`src/rtl/os2ip_octet_assembler.sv`:
```
// Big-endian octet stream to DATA_BIT_WIDTH-bit integer (OS2IP) with overflow flag.
// Result is presented on a valid/ready handshake; input is stalled while a result is held.
module os2ip_octet_assembler #(
   parameter int unsigned DATA_BIT_WIDTH = 256,
   parameter int unsigned CNT_WIDTH      = 16
) (
   input  logic                      clk,
   input  logic                      reset,
   input  logic                      s_valid,
   input  logic [7:0]                s_data,
   input  logic                      s_last,
   output logic                      s_ready,
   input  logic                      x_ready,
   output logic [DATA_BIT_WIDTH-1:0] x,
   output logic [CNT_WIDTH-1:0]      x_len,
   output logic                      x_err,
   output logic                      x_valid
);

   typedef enum logic {
      COLLECT = 1'b0,
      HOLD    = 1'b1
   } state_e;

   state_e                    state_q;
   logic [DATA_BIT_WIDTH-1:0] acc_q, acc_d;
   logic [CNT_WIDTH-1:0]      cnt_q, cnt_d;
   logic                      err_q, err_d;
   logic                      s_ready_q;
   logic [DATA_BIT_WIDTH-1:0] x_q;
   logic [CNT_WIDTH-1:0]      x_len_q;
   logic                      x_err_q;
   logic                      x_valid_q;
   logic                      xfer;

   assign xfer = s_valid & s_ready_q;

   // Any nonzero bit in the top octet is lost by this shift, so it marks overflow.
   always_comb begin
      acc_d = {acc_q[DATA_BIT_WIDTH-9:0], s_data};
      err_d = err_q | (acc_q[DATA_BIT_WIDTH-1 -: 8] != '0);
      cnt_d = (cnt_q == '1) ? cnt_q : cnt_q + CNT_WIDTH'(1);
   end

   always_ff @(posedge clk or posedge reset) begin
      if (reset) begin
         state_q   <= COLLECT;
         acc_q     <= '0;
         cnt_q     <= '0;
         err_q     <= 1'b0;
         s_ready_q <= 1'b0;
         x_q       <= '0;
         x_len_q   <= '0;
         x_err_q   <= 1'b0;
         x_valid_q <= 1'b0;
      end else if (state_q == COLLECT) begin
         s_ready_q <= 1'b1;
         if (xfer) begin
            if (s_last) begin
               x_q       <= acc_d;
               x_len_q   <= cnt_d;
               x_err_q   <= err_d;
               x_valid_q <= 1'b1;
               acc_q     <= '0;
               cnt_q     <= '0;
               err_q     <= 1'b0;
               s_ready_q <= 1'b0;
               state_q   <= HOLD;
            end else begin
               acc_q <= acc_d;
               cnt_q <= cnt_d;
               err_q <= err_d;
            end
         end
      end else begin
         if (x_ready) begin
            x_valid_q <= 1'b0;
            s_ready_q <= 1'b1;
            state_q   <= COLLECT;
         end
      end
   end

   assign s_ready = s_ready_q;
   assign x       = x_q;
   assign x_len   = x_len_q;
   assign x_err   = x_err_q;
   assign x_valid = x_valid_q;

endmodule
```
`config.mk`:
```
export PLATFORM = sky130hd
export DESIGN_NAME = os2ip_octet_assembler
export DESIGN_NICKNAME = d
export VERILOG_FILES = /design/src/rtl/os2ip_octet_assembler.sv
export SDC_FILE = /design/constraint.sdc
export NUM_CORES = 1
export LEC_CHECK = 0
export BUFFER_PORTS_ARGS = -buffer_cell sky130_fd_sc_hd__clkbuf_2
export CAP_MARGIN = 15
export CORE_MARGIN = 4
export CORE_UTILIZATION = 30
export CTS_CLUSTER_DIAMETER = 80
export CTS_CLUSTER_SIZE = 12
export DETAILED_ROUTE_END_ITERATION = 8
export PLACE_DENSITY = 0.45
export SETUP_SLACK_MARGIN = 0.3
export SYNTH_ARGS = -nofsm -noshare
export SYNTH_HDL_FRONTEND = slang
export SYNTH_SLANG_ARGS = --single-unit
```
`constraint.sdc`:
```
create_clock -name clk -period 27 [get_ports clk]
set_input_delay 5.4 -clock clk [delete_from_list [all_inputs] [get_ports clk]]
set_output_delay 5.4 -clock clk [all_outputs]
set_load 0.1 [all_outputs]
```
==> results of run 1 <==
-- cell families after synthesis --
kind of cell | after synthesis | share of synthesized area
AND/OR/NAND/NOR | 1364 | 0.247
flip-flops | 549 | 0.635
AO/OA/AOI/OAI | 323 | 0.0802
buffers and inverters | 159 | 0.0325
XOR/XNOR | 5 | 0.00203
multiplexers | 5 | 0.00237
adder cells (fa/ha/maj) | 1 | 0.000579
-- metal layers --
metal  up-vias  share of wire  GRT usage
met4         0          0.018     0.0324
met3        71          0.044     0.0328
met5         -              0          0
li1       7998              -          -
met2       226           0.46      0.244
met1      7893           0.47      0.211
-- power breakdown --
part,total (mW),internal (mW),switching [mW]
combinational,0.252,0.0287,0.224
clock,0.699,0.385,0.314
sequential,0.870,0.849,0.0212
total,1.82,1.26,0.559
-- area by class of cell --
type	instances	area share
flip-flops and latches	549	0.544
multi-input cells	1698	0.285
repair buffers	304	0.0629
clock buffers	59	0.0572
well taps	950	0.0471
clock inverters	6	0.00282
inverters	6	0.00149
-- worst min-delay path: cells and delay by family (launching register included) --
| family | cells | cell delay (ns) |
|---|---|---|
| and+or+nand+nor | 2 | 0.10 |
| DFF | 1 | 0.34 |
-- per-stage QoR --
step,std cells,util,power (mW)
global route,3572,0.353,1.91
global placement,3507,0.332,1.14
floorplan,2406,-,1.09
CTS,3572,0.353,1.86
finish,3572,0.353,1.82
detailed placement,3507,0.332,1.14
-- flip-flops by register name (all words and copies together), names as in the netlist --
| register | count |
|---|---|
| acc_q | 256 |
| cnt_q | 16 |
| err_q | 1 |
| s_ready | 1 |
| state_q | 1 |
| x | 256 |
| x_err | 1 |
| x_len | 16 |
| x_valid | 1 |
-- placed cells by master (no fill, tap or decap), drive strengths merged, types with 2 or more instances in the layout --
master,netlist,routed
a41oi,3,3
o21ai,279,279
or3,5,5
nor4,5,5
and4,4,4
clkbuf,75,346
inv,6,9
o41ai,6,6
nand3,7,7
nand4,7,7
dfrtp,549,549
nand2,1306,1306
nand3b,2,2
a31oi,6,6
nor2,13,13
o31ai,4,4
a21oi,12,12
or4,2,2
xnor2,5,5
nand2b,2,2
and2,2,2
o211ai,4,4
and3,2,2
mux2i,4,4
buf,78,17
nor3,5,5
-- how the worst max path moves through the flow --
stage | slack (ns) | depth (start not counted) | to | from
3_3_place_gp | 18.35 | 5 | acc_q[8] | reset
4_1_cts | 18.92 | 5 | x[2] | reset
5_1_grt | 18.64 | 5 | acc_q[4] | reset
3_5_place_dp | 18.26 | 5 | x[8] | reset
2_1_floorplan | 6.25 | 1 | acc_q[0] | reset
6_report | 19.11 | 7 | x_len[9] | s_valid
==> run metrics, run 1 <==
pwr/cell area=72.1 nW/µm²; post-synthesis cell area=21600 µm²; final WL=58.6 mm; crit path kind=primary input to flip-flop; Setup WS pre-CTS=18.26 ns; Worst Path Arrival=around 8.4 ns; DRC Markers=0; vias in the first global route=between 15000 and 20000; number of max-cap violations=0; crit start category=primary input; synthesized flop and latch total=549; P_leak=12.9 nW; post-layout instance area=25300 µm²; critical path peak fanout=93; # resized after CTS=0; DR pass1 iterations=4; synth top area cells=dfrtp_1 (64%), nand2_1 (23%), o21ai_0 (6.4%); EDFF count, synth=0; Die Wd=276 µm; Num CTS Buffers=54; min-delay worst type=flip-flop to flip-flop; worst slew pin tran=just over 1 ns; area grow syn2layout=16.8%; final setup fails=0; Top Ports=288; Hold Worst Slack=0.472 ns; R2R Path End=x_len[9]; area share of the largest cell type after synthesis=0.635; largest net degree at the start of global routing=between 150 and 200; Slew headroom=0.310; synth warn=0; slowest stage delay, CP=around 0.86 ns; Max Slew Vio Count=0; first-pass GRT wire length=between 90 and 100 mm; Clock Pin Slew Worst Setup and Hold Paths=roughly 0.060 ns; setup_tns=0 ns; Multi-input gate area=around 7000 µm²; via count=16200; Via-to-Cell Ratio=4.53; asr flop ratio synth=1.00; Final Hold Viols=0; share of cells above drive strength 1=0.148; register area share after synthesis=0.635; Max Buffers Root-to-Sink=3; required time of the critical path=between 20 and 30 ns; DPL Wire Length=37.0 mm; Post-Synthesis Net Count=2420; antenna cells=0; Hold Path Sink=x[183]; most frequent CP cell=buf_4; Core Area=71500 µm²; min-delay src=x[183]; hold depth=2; hold buffers post-CTS=0; final setup margin=around 19 ns; sequential cell area=13700 µm²; CTS tree=done; number of port buffers=between 200 and 300; skew final=0.0115 ns; postcts setup bufs=0; Initial Utilization=0.302; fin crit period=7.89 ns; worst r2r src=s_ready; Critical-path top delay cell=buf_4; GRT Overall Usage=0.151; f_max=between 100 and 150 MHz; critical path endpoint category=flip-flop; commonest register cell after synthesis=dfrtp_1; Synth cell types=53; critical-path cell list=clkbuf_2, and3b_1, nand2_4, buf_4, buf_4, or3_1, nand3_1; full die area=76400 µm²; CTS H-tree lvls=2; DRT iter0 DRCs=1115; worst skew pair latency=0.59 ns; clk sink count=about 550; Worst Reg-to-Reg Cells=6; RSZ-0062 raised after global routing=no; Synth area leader=dfrtp_1; Rows=98; cell with the most instances after synthesis=nand2_1; Routed Antenna Nets=0; flop-to-flop setup slack=~24 ns; CP delay by family, top=buffers and inverters; status=finished clean; total grt overflow=0; Buf+Inv Stages, Crit Path=3; initial antenna violation count=0; Placement Cell Area=23700 µm²; nets=roughly 2600; gpl congestion=0.760; Max VDD drop=0.0491 mV; Avg Inst Size Synth=between 8 and 9 µm²; Syn Inst Count=2406; fin crit share=0.292; Fill cells=between 7000 and 8000; Post-synth top cells=nand2_1 (1306), dfrtp_1 (549), o21ai_0 (277); CTS Root Buffer Type=clkbuf_16; Die Y=276 µm; routed len/inst=between 15 and 20 µm
No activity file was read; power rests on OpenSTA's default activity.
==> run 2: changes to the inputs <==
clock period = 8.24 ns   (was 27 ns; I/O delays follow)
==> run 2 against run 1 <==
Compared with the run above:
- via count is 0.57% higher
- clock power grew to 3.4 times the previous value
- flip-flop and latch count stayed put
- highest routed layer unchanged
- combinational power grew to 3.3 times the previous value
- first-iteration DRC count is 3.2% lower
- critical path type unchanged
- register-to-register slack worse by 18 ns
- design area is 0.43% higher
- final cell count is 0.11% higher
- clock-buffer cell count stayed put
- critical path depth is 1 lower
- clock skew is 0.014 ns higher
==> run metrics, run 2 (synthesis gave the netlist of run 1 again) <==
# placed instances=3511 (+0.11%); final WL=59.4 mm (+1.3%); worst r2r src=state_q; initial antenna violation count=0 (unchanged); f_max=269 MHz; number of port buffers=287 (unchanged); Max VDD drop=0.135 mV (+180%); DRT iter0 DRCs=1079 (-3.2%); Setup WS pre-CTS=3.77 ns (-14.49 ns); number of max-cap violations=0 (unchanged); DR pass1 iterations=5 (+1); Hold Path Sink=x[230]; clk sink count=549 (unchanged); crit start category=primary input; min-delay worst type=flip-flop to flip-flop; fin crit share=0.451; Routed Antenna Nets=0 (unchanged); critical path peak fanout=121 (+30%); hold buffers post-CTS=0 (unchanged); most frequent CP cell=buf_4; worst skew pair latency=0.61 ns (+0.02 ns); Die Y=276 µm (unchanged); R2R Path End=x[40]; Comb pwr share=0.138 (about the same); # resized after CTS=0 (unchanged); critical path endpoint category=flip-flop; final setup fails=0 (unchanged); CP delay by family, top=buffers and inverters; Max Buffers Root-to-Sink=3 (unchanged); Top Ports=288 (unchanged); Int Pwr=4.20 mW (+230%); P_leak=12.9 nW (+0.39%); required time of the critical path=8.74 ns (-18.72 ns); Worst Path Arrival=4.22 ns (-4.13 ns); Reg power frac=0.471 (-0.007); DPL Wire Length=38.0 mm (+2.6%); via count=16300 (+0.57%); hold depth=2 (unchanged); status=finished clean; largest net degree at the start of global routing=150 (-15%); skew final=0.0256 ns (+0.0141 ns); Num CTS Buffers=54 (unchanged); full die area=76400 µm² (unchanged); routed len/inst=16.6 µm (+1.2%); Via-to-Cell Ratio=4.55 (+0.46%); CTS H-tree lvls=2 (unchanged); share of cells above drive strength 1=0.149 (+0.00130); source of the critical timing path=s_last; CTS Root Buffer Type=clkbuf_16; Final Instance Count excl. Fillers=3576 (+0.11%); total grt overflow=0 (unchanged); sequential cell area=13700 µm² (unchanged); Die Wd=276 µm (unchanged); GRT Overall Usage=0.154 (+0.00330); final setup margin=4.53 ns (-14.58 ns); RSZ-0062 raised after global routing=no; first-pass GRT wire length=97.0 mm (+1.6%); Core Area=71500 µm² (unchanged); Initial Utilization=0.302 (unchanged); Critical-path top delay cell=buf_4; antenna cells=0 (unchanged); Max Slew Vio Count=0 (unchanged); gpl congestion=0.761 (+0.14%); Switching Fraction=0.306 (-0.000584); CTS tree=done; slowest stage delay, CP=0.73 ns (-0.13 ns); crit path kind=primary input to flip-flop; Final Hold Viols=0 (unchanged); flop-to-flop setup slack=5.37 ns (-18.22 ns); post-layout instance area=25400 µm² (+0.43%); worst slew pin tran=0.968 ns (-0.0677 ns); Switch Pwr=1.86 mW (+230%); Buf+Inv Stages, Crit Path=4 (+1); area grow syn2layout=17.3%; critical-path cell list=clkbuf_2, inv_8, buf_4, buf_4, nand2_1, o21ai_0; Placement Cell Area=23800 µm² (+0.25%); min-delay src=x[230]; DRC Markers=0 (unchanged); Final Total Pwr=6.06 mW (+230%); commonest non-fill, non-tap cell in the layout=nand2_1; vias in the first global route=16500 (-0.20%); clock power share=0.391 (+0.007); Slew headroom=0.355 (+0.0452); Fill cells=7439 (-1.0%); fin crit period=between 3 and 4 ns; Rows=98 (unchanged); nets=2631 (+0.15%); Hold Worst Slack=0.473 ns (+0.000849 ns); Multi-input gate area=7190 µm² (unchanged); pwr/cell area=239 nW/µm² (+230%); Clock Pin Slew Worst Setup and Hold Paths=0.06 ns (about the same); Worst Reg-to-Reg Cells=6 (unchanged); most frequent cells in the layout=nand2_1 (1305), dfrtp_1 (549), clkbuf_2 (287), o21ai_0 (277), clkbuf_16 (57); postcts setup bufs=0 (unchanged)
run 2: metrics by stage:
step	util	TNS (ns)
after floorplan	-	-481.95
after global placement	0.333	0
after detailed placement	0.333	0
after CTS	0.355	0
after global routing	0.355	0
final	0.355	0
run 2: per-layer routing:
metal	up-vias	wire length (µm)	global-route usage
met4	0	1120	0.0339
met1	7957	27300	0.211
li1	8003	-	-
met2	257	27800	0.250
met5	-	0	0
met3	64	3130	0.0383
run 2: worst max-delay path by stage:
stage | depth (start not counted) | end | slack [ns]
2_1_floorplan | 1 | acc_q[0] | -0.88
3_3_place_gp | 5 | x_len[1] | 3.75
3_5_place_dp | 6 | acc_q[75] | 3.77
4_1_cts | 6 | acc_q[3] | 4.43
5_1_grt | 6 | acc_q[50] | 4.26
6_report | 6 | acc_q[23] | 4.53
run 2: power by group through the flow:
stage                     registers (mW)  clock network [mW]  logic (mW)
after floorplan                     3.29                   0       0.279
after global placement              2.90                   0       0.843
after detailed placement            2.90                   0       0.852
after CTS                           2.85                2.46       0.854
after global routing                2.86                2.57       0.899
final                               2.85                2.37       0.836
run 2: area by class of cell:
cell class,count,area share
Clock inverter,6,0.00474
Tap cell,950,0.0469
Inverter,6,0.00133
Sequential cell,549,0.542
Clock buffer,59,0.0569
Timing Repair Buffer,308,0.0651
Multi-Input combinational cell,1698,0.283
run 2: worst min-delay path: cells and delay by family (launching register included):
kind	cells	cell delay (ns)
DFF	1	0.34
and+or+nand+nor	2	0.10
